--- config.mk ---
export PLATFORM = sky130hd
export DESIGN_NAME = mix_row_seq
export DESIGN_NICKNAME = d
export VERILOG_FILES = /design/src/rtl/loong_pkg.sv /design/src/rtl/gf_mul.sv /design/src/rtl/mix_row_seq.sv
export SDC_FILE = /design/constraint.sdc
export NUM_CORES = 1
export LEC_CHECK = 0
export CAP_MARGIN = 5
export CORE_UTILIZATION = 40
export CTS_CLUSTER_SIZE = 16
export DETAILED_ROUTE_END_ITERATION = 16
export GPL_ROUTABILITY_DRIVEN = 0
export GPL_TIMING_DRIVEN = 1
export PLACE_DENSITY = 0.64
export SLEW_MARGIN = 20
export SYNTH_ARGS = -nofsm -noshare
export SYNTH_HDL_FRONTEND = slang
export SYNTH_SLANG_ARGS = --single-unit
--- constraint.sdc ---
create_clock -name clock -period 3.59 [get_ports clock]
set_input_delay 0.718 -clock clock [delete_from_list [all_inputs] [get_ports clock]]
set_output_delay 0.718 -clock clock [all_outputs]
set_load 0.03 [all_outputs]
--- src/rtl/loong_pkg.sv ---
// loong_pkg: shared types and constants for the LOONG round datapath.
//   nibble_t     - one GF(2^4) state element
//   LOONG_POLY   - reduction polynomial x^4 + x + 1
//   MIXROW_FWD/INV - packed 4x4 MixRow matrix, element [r][c] at bits
//                  ((r*N+c)*W) +: W; the matrix is involutory, so the inverse
//                  equals the forward matrix
//   mix_state_e  - MixRow sequencer states
//   pack_idx()   - bit offset of element [r][c] in a packed N x N state
package loong_pkg;

    localparam int LOONG_N = 4;
    localparam int LOONG_W = 4;

    typedef logic [LOONG_W-1:0] nibble_t;

    localparam logic [LOONG_W:0] LOONG_POLY = 5'h13;

    // Rows {1,4,9,13},{4,1,13,9},{9,13,1,4},{13,9,4,1}; row 0 sits in the
    // least significant 16 bits, column 0 in the least significant nibble.
    localparam logic [LOONG_N*LOONG_N*LOONG_W-1:0] MIXROW_FWD = 64'h149D_41D9_9D14_D941;
    localparam logic [LOONG_N*LOONG_N*LOONG_W-1:0] MIXROW_INV = MIXROW_FWD;

    typedef enum logic [1:0] {
        ST_IDLE    = 2'd0,
        ST_COMPUTE = 2'd1,
        ST_DONE    = 2'd2
    } mix_state_e;

    function automatic int pack_idx(input int r, input int c, input int n, input int w);
        return (r * n + c) * w;
    endfunction

endpackage

--- src/rtl/gf_mul.sv ---
// gf_mul: combinational GF(2^W) multiplier, shift-and-add with reduction.
//   a_i - multiplicand (W bits)
//   b_i - multiplier (W bits)
//   p_o - product a_i * b_i mod POLY (W bits)
module gf_mul
    import loong_pkg::*;
#(
    parameter int             W    = 4,
    parameter logic [W:0]     POLY = LOONG_POLY
) (
    input  logic [W-1:0] a_i,
    input  logic [W-1:0] b_i,
    output logic [W-1:0] p_o
);

    always_comb begin
        logic [W:0]   sh;
        logic [W-1:0] acc;
        acc = '0;
        sh  = {1'b0, a_i};
        for (int i = 0; i < W; i++) begin
            if (b_i[i]) begin
                acc = acc ^ sh[W-1:0];
            end
            // Multiply by x, folding the overflow term back via POLY.
            sh = sh << 1;
            if (sh[W]) begin
                sh = sh ^ POLY;
            end
        end
        p_o = acc;
    end

endmodule

--- src/rtl/mix_row_seq.sv ---
// mix_row_seq: row-serial MixRow stage. Multiplies an N x N state of GF(2^W)
// elements by a constant MDS matrix, one output row per clock:
//   out[j][k] = XOR_l gmul(in[j][l], M[l][k])
// Ports:
//   clock, rst       - clock; asynchronous active-low reset
//   abort            - synchronous cancel of the block in flight
//   in_valid/in_ready, in_inv, in_state   - input block and matrix select
//   out_valid/out_ready, out_state        - result block
//   busy             - high while a block is computing or awaiting pickup
//
// Handshake: a transfer happens on a rising edge where valid and ready are
// both high. The sender holds valid and its payload until that edge; ready
// may be high or low independent of valid. in_ready is high only in IDLE,
// out_valid only in DONE, so one block is resident at a time.
module mix_row_seq
    import loong_pkg::*;
#(
    parameter int                 N       = 4,
    parameter int                 W       = 4,
    parameter logic [W:0]         POLY    = loong_pkg::LOONG_POLY,
    parameter logic [N*N*W-1:0]   MAT_FWD = loong_pkg::MIXROW_FWD,
    parameter logic [N*N*W-1:0]   MAT_INV = loong_pkg::MIXROW_INV
) (
    input  logic               clock,
    input  logic               rst,
    input  logic               abort,
    input  logic               in_valid,
    output logic               in_ready,
    input  logic               in_inv,
    input  logic [N*N*W-1:0]   in_state,
    output logic               out_valid,
    input  logic               out_ready,
    output logic [N*N*W-1:0]   out_state,
    output logic               busy
);

    localparam int               ROW_W    = (N > 1) ? $clog2(N) : 1;
    localparam logic [ROW_W-1:0] ROW_LAST = ROW_W'(N - 1);

    // Control state grouped so checkers can bind to one signal.
    typedef struct packed {
        mix_state_e       state;
        logic [ROW_W-1:0] row;
    } ctrl_t;

    ctrl_t              ctrl_q;
    logic [N*N*W-1:0]   state_q;
    logic               inv_q;
    logic [N*N*W-1:0]   out_state_q;
    logic               in_ready_q;
    logic               out_valid_q;
    logic               busy_q;

    logic [N*N*W-1:0]   mat_sel;
    logic [W-1:0]       row_in  [N];
    logic [W-1:0]       prod    [N][N];
    logic [W-1:0]       row_out [N];

    // The mode is latched with the block, so the matrix cannot change mid-block.
    assign mat_sel = inv_q ? MAT_INV : MAT_FWD;

    // Current input row j = ctrl_q.row.
    always_comb begin
        for (int l = 0; l < N; l++) begin
            row_in[l] = '0;
        end
        for (int l = 0; l < N; l++) begin
            row_in[l] = state_q[pack_idx(int'(ctrl_q.row), l, N, W) +: W];
        end
    end

    // One multiplier per (l, k) term of the current row.
    for (genvar gl = 0; gl < N; gl++) begin : g_l
        for (genvar gk = 0; gk < N; gk++) begin : g_k
            gf_mul #(
                .W    (W),
                .POLY (POLY)
            ) u_mul (
                .a_i (row_in[gl]),
                .b_i (mat_sel[((gl * N) + gk) * W +: W]),
                .p_o (prod[gl][gk])
            );
        end
    end

    // Column-wise XOR reduction of the products.
    always_comb begin
        for (int k = 0; k < N; k++) begin
            row_out[k] = '0;
        end
        for (int k = 0; k < N; k++) begin
            for (int l = 0; l < N; l++) begin
                row_out[k] = row_out[k] ^ prod[l][k];
            end
        end
    end

    always_ff @(posedge clock or negedge rst) begin
        if (!rst) begin
            ctrl_q.state <= ST_IDLE;
            ctrl_q.row   <= '0;
            state_q      <= '0;
            inv_q        <= 1'b0;
            out_state_q  <= '0;
            in_ready_q   <= 1'b1;
            out_valid_q  <= 1'b0;
            busy_q       <= 1'b0;
        end else if (abort) begin
            // Cancel wins over any handshake in the same cycle.
            ctrl_q.state <= ST_IDLE;
            ctrl_q.row   <= '0;
            in_ready_q   <= 1'b1;
            out_valid_q  <= 1'b0;
            busy_q       <= 1'b0;
        end else begin
            unique case (ctrl_q.state)
                ST_IDLE: begin
                    if (in_valid && in_ready_q) begin
                        state_q      <= in_state;
                        inv_q        <= in_inv;
                        ctrl_q.row   <= '0;
                        ctrl_q.state <= ST_COMPUTE;
                        in_ready_q   <= 1'b0;
                        busy_q       <= 1'b1;
                    end
                end
                ST_COMPUTE: begin
                    for (int k = 0; k < N; k++) begin
                        out_state_q[pack_idx(int'(ctrl_q.row), k, N, W) +: W] <= row_out[k];
                    end
                    if (ctrl_q.row == ROW_LAST) begin
                        ctrl_q.state <= ST_DONE;
                        ctrl_q.row   <= '0;
                        out_valid_q  <= 1'b1;
                    end else begin
                        ctrl_q.row <= ctrl_q.row + 1'b1;
                    end
                end
                ST_DONE: begin
                    // Result held until taken; the next block waits for IDLE.
                    if (out_ready) begin
                        ctrl_q.state <= ST_IDLE;
                        out_valid_q  <= 1'b0;
                        in_ready_q   <= 1'b1;
                        busy_q       <= 1'b0;
                    end
                end
                default: begin
                    ctrl_q.state <= ST_IDLE;
                    ctrl_q.row   <= '0;
                    in_ready_q   <= 1'b1;
                    out_valid_q  <= 1'b0;
                    busy_q       <= 1'b0;
                end
            endcase
        end
    end

    assign in_ready  = in_ready_q;
    assign out_valid = out_valid_q;
    assign out_state = out_state_q;
    assign busy      = busy_q;

endmodule

# Word level (Yosys, flattened, before mapping)
# Index checks and enable logic that the tools add are counted.
[op_classes]
eq_ne = 9
reduce_logical = 8
shift = 12
n_mux = 34
n_addsub = 8
bitwise_logic = 37
[ops]
columns = ["op", "count"]
rows = [
  ["bitwise mux 64 bit", 4],
  ["variable shift 4 x 33 -> 64 bit (first input constant)", 4],
  ["variable part select 4 x 33 -> 64 bit", 4],
  ["variable part select 64 x 8 -> 4 bit", 3],
  ["negation 7 -> 33 bit", 3],
  ["XOR 4 bit", 24],
  ["variable part select 64 x 7 -> 4 bit", 1],
  ["negation 6 -> 33 bit", 1],
  ["2-to-1 mux 2 bit", 15],
  ["inverter 2 bit", 12],
  ["case mux 2 bit (3 select lines)", 2],
  ["AND reduction 3 bit", 4],
  ["adder 4 x 2 -> 5 bit (second input constant)", 2],
  ["!= test 3 bit (second input constant)", 3],
  ["case mux 1 bit (3 select lines)", 3],
  ["2-to-1 mux 1 bit", 8],
  ["2-to-1 mux 4 bit", 2],
  ["!= test 2 bit (second input constant)", 3],
  ["adder 4 x 1 -> 5 bit (second input constant)", 1],
  ["== test 2 bit (second input constant)", 2],
  ["AND reduction 2 bit", 2],
  ["adder 2 x 1 -> 2 bit (second input constant)", 1],
  ["== test 2 x 1 -> 1 bit (second input constant)", 1],
  ["zero test 2 bit", 1],
  ["other kinds (2)", 2],
]
[word_totals]
input_bits = 70
output_inout_bits = 67
wordCells = 115
reg_bits = 135

# Longest topological paths before layout
# Gate-level depths: netlist of the first run.
[logic_depth]
ltp_word = 16
ltp_mapped = 9
mapped_depth_nobuf = 5

# Hierarchy
# From an unflattened synthesis of the first run, not the netlist that was laid out.
[hier_totals]
cells_unflattened = 1032
hier_area_um2 = 10233.6
[by_module_without_submodules]
columns = ["module", "area_each_um2", "cells_per_inst", "n_inst"]
rows = [
  ["mix_row_seq", 5969.5, 456, 1],
  ["gf_mul", 266.5, 36, 16],
]

# Worst setup path before layout of the first run
# No wires, ideal clock.
[synth_path]
path_kind = "register to register"
from = "register ctrl_q[0] (netlist name)"
to = "register out_state_q[0] (netlist: out_state[0])"
stages_incl_launch_ff = 9
path_buffers = 3
arrival_time_ns = 2.174
period_less_slack_ns = 2.257
setup_slack_ns = 1.333
cell_sequence = "dfrtp_1 > buf_6 > buf_12 > buf_2 > inv_1 > ha_1 > nand2_1 > or4b_2 > o21ai_0"
[synth_between]
elab_chain_cells = 13
word_cells_on_any_way = 71
[synth_rtl]
columns = ["item", "line", "rtl"]
rows = [
  ["start: declaration", "mix_row_seq.sv:46", "ctrl_t ctrl_q;"],
  ["adder 4 x 1 -> 5 bit or adder 4 x 2 -> 5 bit (tied branches)", "loong_pkg.sv:30", "return (r * n + c) * w;"],
  ["variable part select 64 x 8 -> 4 bit", "mix_row_seq.sv:68", "row_in[l] = state_q[pack_idx(int'(ctrl_q.row), l, N, W) +: W];"],
  ["2-to-1 mux 2 bit", "gf_mul.sv:27", "if (sh[W]) begin"],
  ["inverter 2 bit (no source line)", "--", ""],
  ["2-to-1 mux 2 bit, on equally long branches", "--", ""],
  ["XOR 4 bit, on equally long branches", "--", ""],
  ["XOR 4 bit, on equally long branches", "mix_row_seq.sv:93, gf_mul.sv:23", ""],
  ["XOR 4 bit", "mix_row_seq.sv:93", "row_out[k] = row_out[k] ^ prod[l][k];"],
  ["variable part select 4 x 33 -> 64 bit or XOR 4 bit (tied branches)", "mix_row_seq.sv:129, mix_row_seq.sv:93", ""],
  ["bitwise mux 64 bit, or another cell as far along", "mix_row_seq.sv:129", "out_state_q[pack_idx(int'(ctrl_q.row), k, N, W) +: W] <= row_out[k];"],
  ["bitwise mux 64 bit or variable part select 4 x 33 -> 64 bit (tied branches)", "mix_row_seq.sv:129", ""],
  ["bitwise mux 64 bit", "mix_row_seq.sv:129", ""],
  ["bitwise mux 64 bit (*)", "mix_row_seq.sv:129", ""],
  ["end signal: indexed assignment", "mix_row_seq.sv:129", ""],
  ["end: declaration", "mix_row_seq.sv:49", "logic [N*N*W-1:0] out_state_q;"],
]
# Mark *: on every way between the ends. The rest lies on a longest branch, timed or not.
# A chain may end at the register's enable or synchronous reset.

# Worst setup path in the final report of the first run
[layout_path]
from = "register ctrl_q[0] (netlist name)"
to = "register out_state_q[4] (netlist: out_state[4])"
# The elaborated chain is that of the path after synthesis.

==> run_results.csv, run 1 <==
group,metric,value,unit
synth,postSynth.asyncResetShare,1.00,
power,irDropWorstVdd,459,µV
setup_path,crit_type,"reg2reg",
die,core,0.0148,mm²
timing,worst_slew_pin_slew,0.916,ns
place,dp_hpwl,10200,µm
clock_tree,cts-htree-levels,4,
power,power_density,766,mW/mm²
place,io_buffers,135,
setup_path,path_buf_inv,1,
die,rows,44,
finish,fillers,1193,
clock_tree,cts_made_buffers,17,
synth,syn_area_per_cell,13.4,µm²
routing,drt_iter0_drc,316,
timing,setup_viol,0,
setup_path,slowest_stage,"dfrtp_1",
timing,whs,0.431,ns
clock_tree,post_cts_buffers,0,
synth,synth_ff_type,"dfrtp_1",
synth,synth_top_area_frac,0.548,
timing,period_minus_slack,2.82,ns
setup_path,crit_path_start_kind,"flip-flop",
timing,relSlewSlack,0.390,
finish,drive_gt1_frac,0.221,
global_route,track_usage,0.191,
routing,drt-pass1-iter-count,11,
setup_path,end_kind,"flip-flop",
clock_tree,root_buffer,"clkbuf_16",
die,pin_count,137,
routing,viasPerCell,5.17,
timing,skew,0.00526,ns
global_route,grt_overflow,0,
clock_tree,insertion_delay,0.42,ns
clock_tree,cts_buffer_depth,2,
setup_path,path_cells,"buf_12 > mux4_2 > xnor2_2 > xnor2_1 > xnor2_2 > o41ai_2",
synth,syn-cell-area,0.00612,mm²
finish,antenna_cells,0,
place,dp_slack,0.626,ns
synth,synth_top_area_cell,"dfrtp_1",
clock_tree,postCtsHoldBufs,0,
synth,synth_commonest_cells,"dfrtp_1 (134), mux2_2 (64), nand2_1 (53), xnor2_1 (38), o21ai_0 (33)",
finish,multiInputGateArea,0.00263,mm²
die,start_util,0.415,
die,die_x,126,µm
synth,ys_types,32,
timing,finalMaxSlewViolations,0,
die,die_area,0.0158,mm²
setup_path,max_stage_delay,0.66,ns
global_route,antenna_found_initial,0,
synth,ys_ff_latch,135,
routing,drt-total-wl,14000,µm
finish,nets,676,
synth,mappedNetlistNets,535,
routing,avgRoutedWirePerCell,17.6,µm
power,fin_total_pwr,6.42,mW
min_path,hp-class,"in2async",
power,p_leak,3.49,nW
synth,synth_edf_count,0,
global_route,grt_pass1_wl,22900,µm
setup_path,cpMostUsedCell,"xnor2_2",
setup_path,arrival,3.11,ns
finish,layoutNonFillerInstCount,795,
setup_path,critPathTopFamily,"XOR/XNOR gates",
clock_tree,cts_tree,"built",
global_route,grt_pass1_vias,4303,
synth,yosysWarnings,0,
timing,finalHoldViolCount,0,
clock_tree,clk_pin_slew,0.06,ns
place,dp.cells,763,
clock_tree,cts_resized,0,
synth,seq_area_frac_synth,0.552,
routing,drc,11,
routing,drtAntennaViolNets,0,
routing,vias,4113,
timing,fmax,355,MHz
die,fp.dieH,126,µm
timing,setup_tns,0,ns
clock_tree,cts_num_sinks,135,
flow_run,drv_cap,0,
run_status,status,"complete, but fails checks",
finish,regArea,0.00338,mm²
run_status,failed_checks,"design-rule violations",
synth,synthMostInstantiatedCell,"dfrtp_1",
setup_path,path_max_fanout,19,
finish,syn_to_final_growth,36.9,%
timing,worst_slack,0.771,ns
timing,rsz0062_at_grt,"false",
global_route,grt_max_degree,119,
setup_path,required,3.88,ns
timing,fin_crit_sh,0.785,
synth,synth_area_leaders,"dfrtp_1 (55%), mux2_2 (12%), mux4_2 (5.9%)",
synth,syn_inst,457,
## registers in the layout, indices dropped and copies added (netlist names)
signal / cells
busy: 1
state_q: 64
in_ready: 1
ctrl_q: 4
out_valid: 1
out_state: 64
## cell type report
cell class	instances	area share
tap	184	0.0275
inverter	3	0.00134
clock inverter	13	0.0297
clock buffer	19	0.0541
timing repair buffer	141	0.170
multi-input combinational	300	0.314
sequential	135	0.403
## report_power, final
group,switching (mW),internal (mW),leakage [nW]
Sequential,0.169,1.82,1.72
Combinational,1.31,1.08,1.43
Clock,0.638,1.41,0.339
## routing by layer
metal  part of all wire  up-vias  global-route usage
li1                   -     1904                   -
met1               0.44     2060               0.244
met2               0.47      131               0.297
met3              0.067       18              0.0663
met4              0.021        0              0.0811
met5                  0        -                   0
## logic make-up after synthesis
group,count (synthesis),share of synthesized area
flops,135,0.552
mux,80,0.177
simple gates,77,0.0534
compound gates,74,0.0804
xor+xnor,61,0.101
buf+inv,22,0.0194
fa+ha+maj,8,0.0164
## per-stage QoR
step	utilization	instance area, µm²
5_1_grt	0.568	8380
4_1_cts	0.568	8370
6_report	0.568	8380
3_3_place_gp	0.520	7670
3_5_place_dp	0.520	7670
2_1_floorplan	-	6120
## final timing paths
kind	from	to	depth (start not counted)	slack [ns]
max in group asynchronous	rst	out_state[47]	2	2.31
setup / recovery	ctrl_q[0]	out_state[4]	6	0.77
hold reg to reg	out_state[18]	out_state[18]	2	0.48
min in group clock	out_state[18]	out_state[18]	2	0.48
hold / removal	rst	out_state[33]	1	0.43
setup reg to reg	ctrl_q[0]	out_state[4]	6	0.77
## layout by cell type (no fill, tap or decap), drive strengths merged
cell type / count
ha: 8
dfrtp: 134
o21bai: 2
xor2: 14
nand4: 3
nor3: 5
xnor2: 47
nand2b: 1
a22oi: 2
bufinv: 7
clkinv: 4
clkdlybuf4s50: 134
nor2b: 2
or4: 1
o31ai: 1
clkbuf: 20
o41ai: 1
a21oi: 5
dfstp: 1
clkinvlp: 2
mux2: 64
or4b: 2
inv: 3
nor2: 10
mux4: 16
o21ai: 37
nand2: 53
a22o: 26
buf: 6
Note: power is estimated with default switching activity, not from simulation.
==> inputs of run 2 (changes only) <==
--- a/config.mk
+++ b/config.mk
@@ -11,7 +11,7 @@
 export DETAILED_ROUTE_END_ITERATION = 16
 export GPL_ROUTABILITY_DRIVEN = 0
 export GPL_TIMING_DRIVEN = 1
-export PLACE_DENSITY = 0.64
+export PLACE_DENSITY = 0.66
 export SLEW_MARGIN = 20
 export SYNTH_ARGS = -nofsm -noshare
 export SYNTH_HDL_FRONTEND = slang
==> constraint.sdc (replaced) <==
create_clock -name clock -period 2.4 [get_ports clock]
set_input_delay 0.48 -clock clock [delete_from_list [all_inputs] [get_ports clock]]
set_output_delay 0.48 -clock clock [all_outputs]
set_load 0.03 [all_outputs]
==> run 2 against run 1 <==
The flow still finishes with violations (design-rule violations). Sequential share of layout area down 1.0 points. Critical path type unchanged. Sequential cell count unchanged. Total power up 52%. Largest power group unchanged. Final cell count up 3.3%. Clock skew up 0.0015 ns. Critical path depth unchanged. Fmax up 22%. Critical endpoint is now out_state[28]. First-iteration DRC count down 38%. Routed wire length down 1.4%.
==> run_results.csv, run 2 (synthesis gave the netlist of run 1 again) <==
group,metric,value,unit
setup_path,arrival,2.61,ns
run_status,failed_checks,"design-rule violations",
place,io_buffers,135,
run_status,status,"complete, but fails checks",
finish,layout_common_cells,"dfrtp_1 (134), clkdlybuf4s50_1 (134), mux2_2 (64), nand2_1 (52), xnor2_1 (38)",
place,dp.cells,789,
finish,antenna_cells,0,
timing,fmax,434,MHz
clock_tree,cts_buffer_depth,2,
routing,drt-pass1-iter-count,11,
routing,drt-total-wl,13800,µm
clock_tree,clk_pin_slew,0.06,ns
timing,relSlewSlack,0.597,
finish,layoutNonFillerInstCount,821,
setup_path,required,2.71,ns
global_route,track_usage,0.188,
die,die_area,0.0158,mm²
clock_tree,root_buffer,"clkbuf_16",
timing,skew,0.00679,ns
timing,fin_crit_sh,0.960,
clock_tree,post_cts_buffers,0,
timing,rsz0062_at_grt,"true",
die,pin_count,137,
die,core,0.0148,mm²
die,fp.dieH,126,µm
timing,worst_slew_pin_slew,0.605,ns
place,dp_hpwl,10500,µm
finish,drive_gt1_frac,0.253,
routing,drc,11,
finish,nets,702,
global_route,antenna_found_initial,0,
timing,finalHoldViolCount,0,
clock_tree,insertion_delay,0.42,ns
global_route,grt_pass1_vias,4360,
power,irDropWorstVdd,505,µV
power,power_density,1130,mW/mm²
finish,fillers,1243,
min_path,hp-class,"in2async",
die,die_x,126,µm
global_route,grt_max_degree,64,
clock_tree,cts_made_buffers,17,
timing,finalMaxSlewViolations,0,
clock_tree,cts-htree-levels,4,
timing,period_minus_slack,2.30,ns
finish,syn_to_final_growth,40.4,%
global_route,grt_pass1_wl,22800,µm
setup_path,crit_type,"reg2reg",
global_route,grt_overflow,0,
finish,finish.utilization,0.582,
routing,vias,4174,
routing,drt_iter0_drc,197,
routing,viasPerCell,5.08,
power,p_leak,3.61,nW
die,start_util,0.415,
timing,whs,0.0535,ns
setup_path,end_kind,"flip-flop",
die,rows,44,
clock_tree,cts_tree,"built",
flow_run,drv_cap,0,
setup_path,path_max_fanout,7,
clock_tree,cts_num_sinks,135,
setup_path,crit_path_start_kind,"flip-flop",
timing,setup_viol,0,
routing,avgRoutedWirePerCell,16.8,µm
routing,drtAntennaViolNets,0,
==> run 2: cell types whose count changed in the layout (fill, tap and decap cells not counted) <==
cell,delta
buf_12,+3
clkinv_2,-1
clkinvlp_4,+1
nor3_2,-1
buf_4,+23
bufinv_16,-1
nor2_1,-1
nor3_1,+1
buf_6,+1
nor2_2,+1
==> run 2: path summary, 6_finish.rpt <==
kind	startpoint	end	slack, ns	cells past startpoint
min in group clock	out_state[2]	out_state[2]	0.48	2
max reg2reg	ctrl_q[0]	out_state[28]	0.1	6
min	rst	out_state[32]	0.05	1
max in group asynchronous	rst	out_state[13]	1.61	2
max	ctrl_q[0]	out_state[28]	0.1	6
min reg2reg	out_state[2]	out_state[2]	0.48	2
==> run 2: cell type report <==
type / instances / area (µm²) / area share
clock buffers: 20 / 467 / 0.0543
inverters: 3 / 11.3 / 0.00131
well taps: 184 / 230 / 0.0268
repair buffers: 167 / 1660 / 0.193
multi-input cells: 300 / 2630 / 0.306
flip-flops and latches: 135 / 3380 / 0.393
clock inverters: 12 / 221 / 0.0258
==> run 2: stage by stage <==
stage | TNS [ns] | worst slack (ns) | cell area, µm² | power, mW
global placement | -0.106 | -0.0118 | 7900 | 6.74
global route | -0.230 | -0.0494 | 8590 | 10.2
finish | 0 | 0.0956 | 8590 | 9.73
CTS | 0 | 0.00178 | 8590 | 9.85
floorplan | 0 | 0.143 | 6120 | 5.47
detailed placement | -0.545 | -0.0691 | 7900 | 6.84
==> run 2: timing repair <==
action	4_1_cts	5_1_grt
hold endpoints to repair	0	0
endpoints found under the setup margin	0	20
gates resized for setup	0	1
hold buffers	0	0
==> run 2: metal layers <==
metal	global-route usage	up-vias	wire (µm)
met5	0	-	0
li1	-	1954	-
met3	0.0629	24	1090
met2	0.288	147	6360
met4	0.0760	0	260
met1	0.247	2049	6060
==> run 2: worst max-delay path, cell delays in order, from the launching register on <==
cell and delay (ns):
dfrtp_1 0.39, buf_4 0.22, mux4_2 0.65, xnor2_2 0.33
xnor2_2 0.21, xnor2_2 0.16, a22o_1 0.22
==> run 2: power by group <==
part / internal (mW) / total (mW) / switching, mW
Combinational: 1.82 / 3.79 / 1.97
Clock: 2.03 / 2.99 / 0.959
Sequential: 2.72 / 2.96 / 0.239
Total: 6.57 / 9.73 / 3.17
